[src/rtl/crc16_pkg.sv]
// Shared constants and FSM state type for the CRC16 transmit framer.
package crc16_pkg;

    localparam logic [15:0] CRC16_POLY     = 16'h8005;
    localparam logic [15:0] CRC16_SEED_DEF = 16'hFFFF;
    localparam int          DATA_W         = 64;
    localparam int          CRC_W          = 16;

    typedef enum logic [1:0] {
        IDLE = 2'd0,
        DATA = 2'd1,
        CRC  = 2'd2
    } state_t;

endpackage

[src/rtl/crc16_tx_framer_if.sv]
// Payload-in / beat-out stream bundle for crc16_tx_framer, with status outputs.
interface crc16_tx_framer_if;
    import crc16_pkg::*;

    logic              in_valid;
    logic              in_ready;
    logic [DATA_W-1:0] in_data;
    logic              in_sop;
    logic              in_eop;
    logic              out_valid;
    logic              out_ready;
    logic [DATA_W-1:0] out_data;
    logic              out_crc_beat;
    logic              out_last;
    logic [15:0]       word_count;
    logic              err_sop;
    logic              err_len;

    modport master (
        output in_valid, in_data, in_sop, in_eop, out_ready,
        input  in_ready, out_valid, out_data, out_crc_beat, out_last,
               word_count, err_sop, err_len
    );

    modport slave (
        input  in_valid, in_data, in_sop, in_eop, out_ready,
        output in_ready, out_valid, out_data, out_crc_beat, out_last,
               word_count, err_sop, err_len
    );

endinterface

[src/rtl/crc16_tx_framer_crc16_d64.sv]
// CRC16_D64: combinational next-CRC over a 64-bit word, poly x^16+x^15+x^2+1,
// data consumed MSB (bit 63) first, no reflection.
module CRC16_D64
    import crc16_pkg::*;
(
    input  logic [DATA_W-1:0] data,
    input  logic [CRC_W-1:0]  crc,
    output logic [CRC_W-1:0]  nextcrc
);

    always_comb begin : calc
        logic [CRC_W-1:0] c;
        logic             fb;
        c = crc;
        for (int i = DATA_W - 1; i >= 0; i--) begin
            fb = c[CRC_W-1] ^ data[i];
            c  = {c[CRC_W-2:0], 1'b0} ^ (fb ? CRC16_POLY : {CRC_W{1'b0}});
        end
        nextcrc = c;
    end

endmodule

[src/rtl/crc16_tx_framer.sv]
// Transmit framer: forwards SOP/EOP-delimited 64-bit payload words through a
// one-deep output register and appends a CRC16 trailer beat per packet.
module crc16_tx_framer
    import crc16_pkg::*;
#(
    parameter logic [15:0] CRC_SEED   = CRC16_SEED_DEF,
    parameter bit          INVERT_OUT = 1'b1,
    parameter int unsigned MAX_WORDS  = 128
) (
    input  logic clk,
    input  logic reset_L,
    crc16_tx_framer_if.slave s
);

    localparam logic [15:0] MAX_W16 = MAX_WORDS[15:0];

    state_t            state_reg, state_next;
    logic [CRC_W-1:0]  crc_reg;
    logic [CRC_W-1:0]  crc_base, crc_next;
    logic              out_valid_reg;
    logic [DATA_W-1:0] out_data_reg;
    logic              out_crc_beat_reg;
    logic              out_last_reg;
    logic [15:0]       word_count_reg;
    logic              err_sop_reg;
    logic              err_len_reg;

    logic out_load, in_ready, xfer;
    logic fwd, start, sop_err, load_trailer;

    assign out_load = !out_valid_reg | s.out_ready;
    assign in_ready = out_load & (state_reg != CRC);
    assign xfer     = s.in_valid & in_ready;

    // A SOP always restarts from the seed, even when it interrupts a packet.
    assign crc_base = (state_reg == IDLE || s.in_sop) ? CRC_SEED : crc_reg;

    CRC16_D64 u_crc (
        .data    (s.in_data),
        .crc     (crc_base),
        .nextcrc (crc_next)
    );

    always_comb begin
        state_next   = state_reg;
        fwd          = 1'b0;
        start        = 1'b0;
        sop_err      = 1'b0;
        load_trailer = 1'b0;
        case (state_reg)
            IDLE: begin
                if (xfer && s.in_sop) begin
                    fwd        = 1'b1;
                    start      = 1'b1;
                    state_next = s.in_eop ? CRC : DATA;
                end
            end
            DATA: begin
                if (xfer) begin
                    fwd        = 1'b1;
                    start      = s.in_sop;
                    sop_err    = s.in_sop;
                    state_next = s.in_eop ? CRC : DATA;
                end
            end
            CRC: begin
                if (out_load) begin
                    load_trailer = 1'b1;
                    state_next   = IDLE;
                end
            end
            default: state_next = IDLE;
        endcase
    end

    always_ff @(posedge clk or negedge reset_L) begin
        if (!reset_L) begin
            state_reg        <= IDLE;
            crc_reg          <= CRC_SEED;
            out_valid_reg    <= 1'b0;
            out_data_reg     <= '0;
            out_crc_beat_reg <= 1'b0;
            out_last_reg     <= 1'b0;
            word_count_reg   <= 16'd0;
            err_sop_reg      <= 1'b0;
            err_len_reg      <= 1'b0;
        end else begin
            state_reg   <= state_next;
            err_sop_reg <= sop_err;
            if (fwd) begin
                crc_reg <= crc_next;
            end
            if (start) begin
                word_count_reg <= 16'd1;
                err_len_reg    <= 1'b0;
            end else if (fwd) begin
                if (word_count_reg != 16'hFFFF) begin
                    word_count_reg <= word_count_reg + 16'd1;
                end
                // The count before this word already reached the limit.
                if (word_count_reg >= MAX_W16) begin
                    err_len_reg <= 1'b1;
                end
            end
            if (out_load) begin
                out_valid_reg    <= fwd | load_trailer;
                out_crc_beat_reg <= load_trailer;
                out_last_reg     <= load_trailer;
                if (fwd) begin
                    out_data_reg <= s.in_data;
                end else if (load_trailer) begin
                    out_data_reg <= {48'd0, (INVERT_OUT ? ~crc_reg : crc_reg)};
                end
            end
        end
    end

    assign s.in_ready     = in_ready;
    assign s.out_valid    = out_valid_reg;
    assign s.out_data     = out_data_reg;
    assign s.out_crc_beat = out_crc_beat_reg;
    assign s.out_last     = out_last_reg;
    assign s.word_count   = word_count_reg;
    assign s.err_sop      = err_sop_reg;
    assign s.err_len      = err_len_reg;

endmodule

[src/flat_wrapper.sv]
// flat-port wrapper written by rule: the top's interface ports become plain ports
module crc16_tx_framer_flat import crc16_pkg::*;
#(
    parameter logic [15:0] CRC_SEED   = CRC16_SEED_DEF,
    parameter bit          INVERT_OUT = 1'b1,
    parameter int unsigned MAX_WORDS  = 128
)
  (clk, reset_L, s_in_valid, s_in_data, s_in_sop, s_in_eop, s_out_ready, s_in_ready, s_out_valid, s_out_data, s_out_crc_beat, s_out_last, s_word_count, s_err_sop, s_err_len);
  crc16_tx_framer_if s_i ();
  input  logic clk;
  input  logic reset_L;
  input wire logic [$bits(s_i.in_valid)-1:0] s_in_valid;
  input wire logic [$bits(s_i.in_data)-1:0] s_in_data;
  input wire logic [$bits(s_i.in_sop)-1:0] s_in_sop;
  input wire logic [$bits(s_i.in_eop)-1:0] s_in_eop;
  input wire logic [$bits(s_i.out_ready)-1:0] s_out_ready;
  output wire logic [$bits(s_i.in_ready)-1:0] s_in_ready;
  output wire logic [$bits(s_i.out_valid)-1:0] s_out_valid;
  output wire logic [$bits(s_i.out_data)-1:0] s_out_data;
  output wire logic [$bits(s_i.out_crc_beat)-1:0] s_out_crc_beat;
  output wire logic [$bits(s_i.out_last)-1:0] s_out_last;
  output wire logic [$bits(s_i.word_count)-1:0] s_word_count;
  output wire logic [$bits(s_i.err_sop)-1:0] s_err_sop;
  output wire logic [$bits(s_i.err_len)-1:0] s_err_len;
  assign s_i.in_valid = s_in_valid;
  assign s_i.in_data = s_in_data;
  assign s_i.in_sop = s_in_sop;
  assign s_i.in_eop = s_in_eop;
  assign s_i.out_ready = s_out_ready;
  assign s_in_ready = s_i.in_ready;
  assign s_out_valid = s_i.out_valid;
  assign s_out_data = s_i.out_data;
  assign s_out_crc_beat = s_i.out_crc_beat;
  assign s_out_last = s_i.out_last;
  assign s_word_count = s_i.word_count;
  assign s_err_sop = s_i.err_sop;
  assign s_err_len = s_i.err_len;
  crc16_tx_framer #(.CRC_SEED(CRC_SEED), .INVERT_OUT(INVERT_OUT), .MAX_WORDS(MAX_WORDS)) u_core (.clk(clk), .reset_L(reset_L), .s(s_i));
endmodule
[config.mk]
export PLATFORM = sky130hd
export DESIGN_NAME = crc16_tx_framer_flat
export DESIGN_NICKNAME = d
export VERILOG_FILES = /design/src/rtl/crc16_pkg.sv /design/src/rtl/crc16_tx_framer_if.sv /design/src/rtl/crc16_tx_framer_crc16_d64.sv /design/src/rtl/crc16_tx_framer.sv /design/src/flat_wrapper.sv
export SDC_FILE = /design/constraint.sdc
export NUM_CORES = 1
export LEC_CHECK = 0
export CORE_MARGIN = 1.5
export CORE_UTILIZATION = 55
export CTS_BUF_LIST = sky130_fd_sc_hd__clkbuf_8
export DETAILED_ROUTE_END_ITERATION = 12
export MAX_ROUTING_LAYER = met4
export PLACE_DENSITY = 0.95
export SYNTH_ARGS = -nofsm -noshare
export SYNTH_HDL_FRONTEND = slang
export SYNTH_HIERARCHICAL = 1
export SYNTH_SLANG_ARGS = --single-unit
[constraint.sdc]
create_clock -name clk -period 11.7 [get_ports clk]
set_input_delay 1.17 -clock clk [delete_from_list [all_inputs] [get_ports clk]]
set_output_delay 1.17 -clock clk [all_outputs]
set_load 0.01 [all_outputs]
==> flow_metrics.tcl, run 1 <==
set metrics [dict create \
    stdcell_count 837 \
    critical_path.startpoint "s_in_sop" \
    cts_buffer_depth 2 \
    io_buffers 155 \
    worst_pin_slew_ns 1.209 \
    ys_seq_elements 102 \
    vdd_drop_max_uv 384.7 \
    grt_max_degree 78 \
    ioPinCount 156 \
    fin_setup_tns_ns 0 \
    cts-root-buf "clkbuf_8" \
    start_util_pct 56.27 \
    drc_errors 0 \
    status "complete, no violations" \
    detail-route-antenna-nets 0 \
    first_pass_iters 5 \
    worstSkewPairLatency_ns 0.37 \
    clkSlewWorstSetupHoldPaths_ns 0.10 \
    holdBufCountCts 0 \
    via_per_inst 5.824 \
    leakage_nw 3.425 \
    wl_um 16780 \
    grt_pass1_vias 4879 \
    num_vias 4875 \
    antenna_found_initial 0 \
    grt_pass1_wl_um 25870 \
    gp_congestion 0.9299 \
    row_count 38 \
    synthCells 552 \
    slowest_delay_ns 0.56 \
    dp_hpwl_um 12370 \
    setup_ws_ns 6.663 \
    core-area_um2 10840 \
    wire_per_inst_um 20.05 \
    cts.htree.levels 3 \
    drt_iter0_markers 382 \
    cp-endpoint "u_core/crc_reg[15]$_DFFE_PN1N_" \
    grt_overflow 0 \
    critPathSlowestCell "clkdlybuf4s50_1" \
    cts_setup_buffers 0 \
    dp_slack_ns 6.291 \
    power_density_nw_per_um2 356.6 \
    crit_path_end_kind "flip-flop" \
    placedCellCount 821 \
    fin_hold_ws_ns 0.4856 \
    cts_tree "built" \
    critical_path_class "input port to flip-flop" \
    fin_crit_sh_pct 43.05 \
    cp_max_fo 16 \
    reg2reg_depth 12 \
    hold_path_class "flip-flop to flip-flop" \
    die_h_um 108.3 \
    grt_util_all_layers_pct 30.01 \
    design_area_um2 7936 \
    drv_slew 0 \
    synthFlopType "dfrtp_1" \
    cp.arrival_ns 5.34 \
    maxSlewHeadroom_pct 19.03 \
    ys_types 52 \
    largest_reg_flops 64 \
    drv_cap 0 \
    dieArea_um2 11730 \
    dpl_cell_area_um2 7696 \
    avgSynthCellArea_um2 11.05 \
    cp_cell_sequence "clkdlybuf4s50_1, inv_1, o21ai_0, buf_4, or2_2, xnor2_1, xnor3_2, xor2_1, xnor3_2, xnor3_1, xor3_2, xnor3_1, nand2_1, nand2_1" \
    setup_viol 0 \
    yosysSeqAreaShare_pct 42.17 \
    timing.rr.start "u_core/state_reg[0]$_DFFE_PN0P_" \
    fin_nets 764 \
    synth_warnings 6 \
    period_minus_slack_ns 5.037 \
    start_kind "input port" \
    netlist_area_um2 6100 \
    cts.sinks 102 \
    synth_fp_nets 624 \
    r2r_slack_ns 7.56 \
    antennaDiodeCount 0 \
    synth_edf_count 0 \
    cts-buffers-inserted 9 \
    rsz0062_at_grt "no" \
    required_ns 12.00 \
    clock_skew_ns 0.01103 \
    rr_endpoint "u_core/crc_reg[15]$_DFFE_PN1N_" \
    area_growth_pct 30.11 \
    drive_gt1_share_pct 10.90 \
    async_reset_ff_share_pct 100.0 \
    hold_violations 0 \
    fmax_mhz 198.5 \
    fp.dieW_um 108.3 \
    hp-start "u_core/crc_reg[10]$_DFFE_PN1N_" \
    post_cts_resized 0 \
]
==> Yosys cell counts (10+ instances only) <==
cell,count,area share [%]
or2_2,16,1.6
xnor2_1,96,14
buf_2,11,0.90
xnor3_1,20,7.4
clkbuf_1,10,0.62
dfstp_2,16,6.9
dfrtp_1,86,35
nor2_1,17,1.0
xor2_1,24,3.4
nand2_1,80,4.9
a22o_1,49,7.0
o21ai_0,34,2.8
==> critical path, delay by kind of cell <==
kind / cells / cell delay [ns]
compound gates: 1 / 0.10
simple gates: 3 / 0.44
buf+inv: 3 / 0.96
xor+xnor: 7 / 2.66
==> layout make-up <==
class                           count  area (um^2)
Inverter                            3        11.26
Multi-Input combinational cell    417         3358
Timing Repair Buffer              159         1579
Sequential cell                   102         2572
Tap cell                          140        175.2
Clock inverter                      6        102.6
Clock buffer                       10        137.6
Fill cell                         757         2904
==> stage by stage <==
stage	util [%]	total power, mW
5_1_grt	73.21	2.997
3_3_place_gp	70.99	2.475
3_5_place_dp	70.99	2.532
2_1_floorplan	-	2.152
4_1_cts	73.21	2.815
6_report	73.21	2.830
==> per-layer routing <==
layer	wire length, um	track usage, %
met1	6918	39.78
met2	8176	47.69
met3	1302	5.184
met4	383	8.929
met5	0	-
==> cell families (layout without fill, tap and decap cells) <==
logic type | Yosys count | after routing | share of synthesized area, %
flops | 102 | 102 | 42.17
compound gates | 107 | 107 | 12.70
buf+inv | 33 | 178 | 2.892
simple gates | 152 | 152 | 12.39
mux | 2 | 2 | 0.3282
xor+xnor | 154 | 154 | 29.11
fa+ha+maj | 2 | 2 | 0.4102
==> power by group <==
part / internal [mW] / total (mW) / switching [mW]
registers: 0.519 / 0.622 / 0.103
logic: 1.16 / 1.94 / 0.782
clock network: 0.146 / 0.264 / 0.118
total: 1.83 / 2.83 / 1.00
==> cells in the final DEF, fill, tap and decap left out, types with 3 or more instances in the layout <==
cell type	n
xnor3_2	4
nor3_1	4
nand2_1	80
dfstp_2	16
xnor2_1	96
a22o_1	49
o21ai_1	5
bufinv_16	3
buf_4	5
nor2_1	17
nand3_1	8
a31oi_1	3
dfrtp_1	86
clkdlybuf4s50_1	154
xnor2_2	7
nor3_2	3
o21ai_0	34
nor2b_1	3
a21oi_1	5
and3_1	3
inv_1	5
nor4_2	3
and4_1	3
xnor3_1	20
or2_2	16
clkbuf_8	10
xor2_1	24
==> how the worst min path moves through the flow <==
stage	cells after the start	endpoint	slack (ns)
finish	2	u_core/crc_reg[10]$_DFFE_PN1N_	0.49
global route	2	u_core/crc_reg[10]$_DFFE_PN1N_	0.52
CTS	2	u_core/crc_reg[10]$_DFFE_PN1N_	0.48
detailed placement	2	u_core/crc_reg[10]$_DFFE_PN1N_	0.47
global placement	2	u_core/s.out_data[8]$_DFFE_PN0P_	0.46
floorplan	1	u_core/state_reg[0]$_DFFE_PN0P_	0.43
No activity file was read; power rests on OpenSTA's default activity.
==> run 2, diff against run 1 <==
Settings changed: CORE_UTILIZATION 55 to 46, PLACE_DENSITY 0.95 to 0.88.
Clock period 11.7 ns to 4.2 ns, I/O delays scaled along.
==> flow_metrics.tcl, run 2 (synthesis gave the netlist of run 1 again) <==
set metrics [dict create \
    setup_viol 0 \
    grt_overflow 0 \
    fin_crit_sh_pct 96.10 \
    drt_iter0_markers 396 \
    setup_ws_ns 0.1636 \
    antenna_found_initial 0 \
    critical_path_class "input port to flip-flop" \
    rsz0062_at_grt "no" \
    layout_common_cells "clkdlybuf4s50_1 (154), xnor2_1 (96), dfrtp_1 (86)" \
    drv_slew 0 \
    vdd_drop_max_uv 1136 \
    holdBufCountCts 0 \
    hold_violations 0 \
    cts_buffer_depth 2 \
    fmax_mhz 247.7 \
    wire_per_inst_um 18.67 \
    fp.dieW_um 118.2 \
    dp_slack_ns -0.2338 \
    io_buffers 155 \
    worst_pin_slew_ns 1.160 \
    grt_util_all_layers_pct 24.54 \
    cts.htree.levels 3 \
    cts_setup_buffers 0 \
    post_cts_resized 0 \
    cts_tree "built" \
    grt_max_degree 78 \
    status "complete, no violations" \
    hold_path_class "input port to asynchronous set/reset pin" \
    final_common_cell "clkdlybuf4s50_1" \
    maxSlewHeadroom_pct 22.32 \
    antennaDiodeCount 0 \
    row_count 41 \
    p_seq_share_pct 22.0 \
    leakage_nw 3.505 \
    largest_reg_flops 64 \
    dieArea_um2 13960 \
    start_util_pct 47.75 \
    cts.sinks 102 \
    cp_cell_sequence "clkdlybuf4s50_1, inv_1, o21ai_0, or2_2, xnor2_1, xnor3_2, xor2_1, xnor3_2, xnor3_1, xor3_2, xnor3_1, nand2_1, nand2_1" \
    clkSlewWorstSetupHoldPaths_ns 0.10 \
    wl_um 16680 \
    p_sw_share_pct 35.47 \
    fin_nets 788 \
    grt_pass1_vias 4889 \
    cp_max_fo 4 \
    ioPinCount 156 \
    p_int_mw 5.064 \
    grt_pass1_wl_um 26260 \
    core-area_um2 12770 \
    cts-buffers-inserted 9 \
    design_area_um2 8093 \
    placedCellCount 877 \
    n_fill_cell 967 \
    cts-root-buf "clkbuf_8" \
    slowest_delay_ns 0.49 \
    detail-route-antenna-nets 0 \
    drive_gt1_share_pct 14.01 \
    clock_skew_ns 0.009962 \
    cp.arrival_ns 4.33 \
    stdcell_count 893 \
    dpl_cell_area_um2 7916 \
    switchingPower_mw 2.784 \
    die_h_um 118.2 \
    p_clk_share_pct 7.3 \
    first_pass_iters 4 \
    period_minus_slack_ns 4.036 \
    start_kind "input port" \
    worstSkewPairLatency_ns 0.37 \
    drc_errors 0 \
    drv_cap 0 \
    power_density_nw_per_um2 969.8 \
    required_ns 4.49 \
    critPathSlowestCell "xnor3_2" \
    dp_hpwl_um 12570 \
    gp_congestion 0.9702 \
    p_comb_share_pct 70.7 \
    area_growth_pct 32.68 \
    via_per_inst 5.396 \
    num_vias 4819 \
    crit_path_end_kind "flip-flop" \
]
[run 2: changes by cell type in the layout (fill, tap and decap cells not counted)]
cell / previous run / this run
buf_4: 5 / 29
clkinv_2: 1 / 2
inv_6: 0 / 1
inv_1: 5 / 4
clkinv_4: 0 / 1
clkinvlp_4: 0 / 1
bufinv_16: 3 / 0
[run 2: worst paths after layout]
kind	startpoint	end	slack [ns]	cells after the start
max	s_in_sop	u_core/crc_reg[15]$_DFFE_PN1N_	0.16	13
min	reset_L	u_core/s.word_count[3]$_DFFE_PN0P_	0.15	1
max reg2reg	u_core/state_reg[1]$_DFFE_PN0P_	u_core/crc_reg[15]$_DFFE_PN1N_	0.30	12
min reg2reg	u_core/crc_reg[12]$_DFFE_PN1N_	u_core/crc_reg[12]$_DFFE_PN1N_	0.49	2
max in group asynchronous	reset_L	u_core/crc_reg[6]$_DFFE_PN1N_	3.07	2
min in group clk	u_core/crc_reg[12]$_DFFE_PN1N_	u_core/crc_reg[12]$_DFFE_PN1N_	0.49	2
[run 2: per-layer routing]
metal  global-route usage (%)  wire length, um  up-vias  part of all wire [%]
met3                    3.813              932       22                   5.6
met1                    33.45             7352     2387                    44
met5                        -                0        -                     0
li1                         -                -     2224                     -
met2                    38.19             8078      186                    48
met4                    7.088              313        0                   1.9
[run 2: through the flow]
| stage | util (%) | hold slack [ns] | setup TNS [ns] | power (mW) |
|---|---|---|---|---|
| detailed placement | 61.97 | 0.4772 | -0.5039 | 7.227 |
| CTS | 63.36 | 0.1749 | 0 | 7.839 |
| global route | 63.36 | 0.2092 | 0 | 8.261 |
| floorplan | - | 0.1244 | 0 | 5.994 |
| finish | 63.36 | 0.1495 | 0 | 7.848 |
| global placement | 61.97 | 0.4534 | -0.1206 | 7.091 |
[run 2: worst max-delay path, delay by kind of cell]
kind	cells	cell delay [ns]
compound gates	1	0.20
simple gates	3	0.47
xor+xnor	7	2.72
buf+inv	2	0.51
[run 2: final cells by class]
type / instances / area [um^2] / area share, %
Clock buffer: 10 / 137.6 / 1.701
Clock inverter: 6 / 38.79 / 0.4793
Inverter: 3 / 11.26 / 0.1391
Multi-Input combinational cell: 417 / 3358 / 41.50
Sequential cell: 102 / 2572 / 31.79
Tap cell: 172 / 215.2 / 2.659
Timing Repair Buffer: 183 / 1759 / 21.74
[run 2: power by group through the flow]
stage	clock network [mW]	registers, mW	logic [mW]
global route	0.627	1.77	5.86
finish	0.573	1.73	5.55
global placement	0	1.71	5.38
floorplan	0	1.81	4.18
CTS	0.587	1.72	5.53
detailed placement	0	1.73	5.50
==> run 3, diff against run 2 <==
Settings changed: CTS_CLUSTER_SIZE from default to 16.
==> results of run 3 <==
Same layout as run 2: the final DEF is identical, and so are final timing and power.
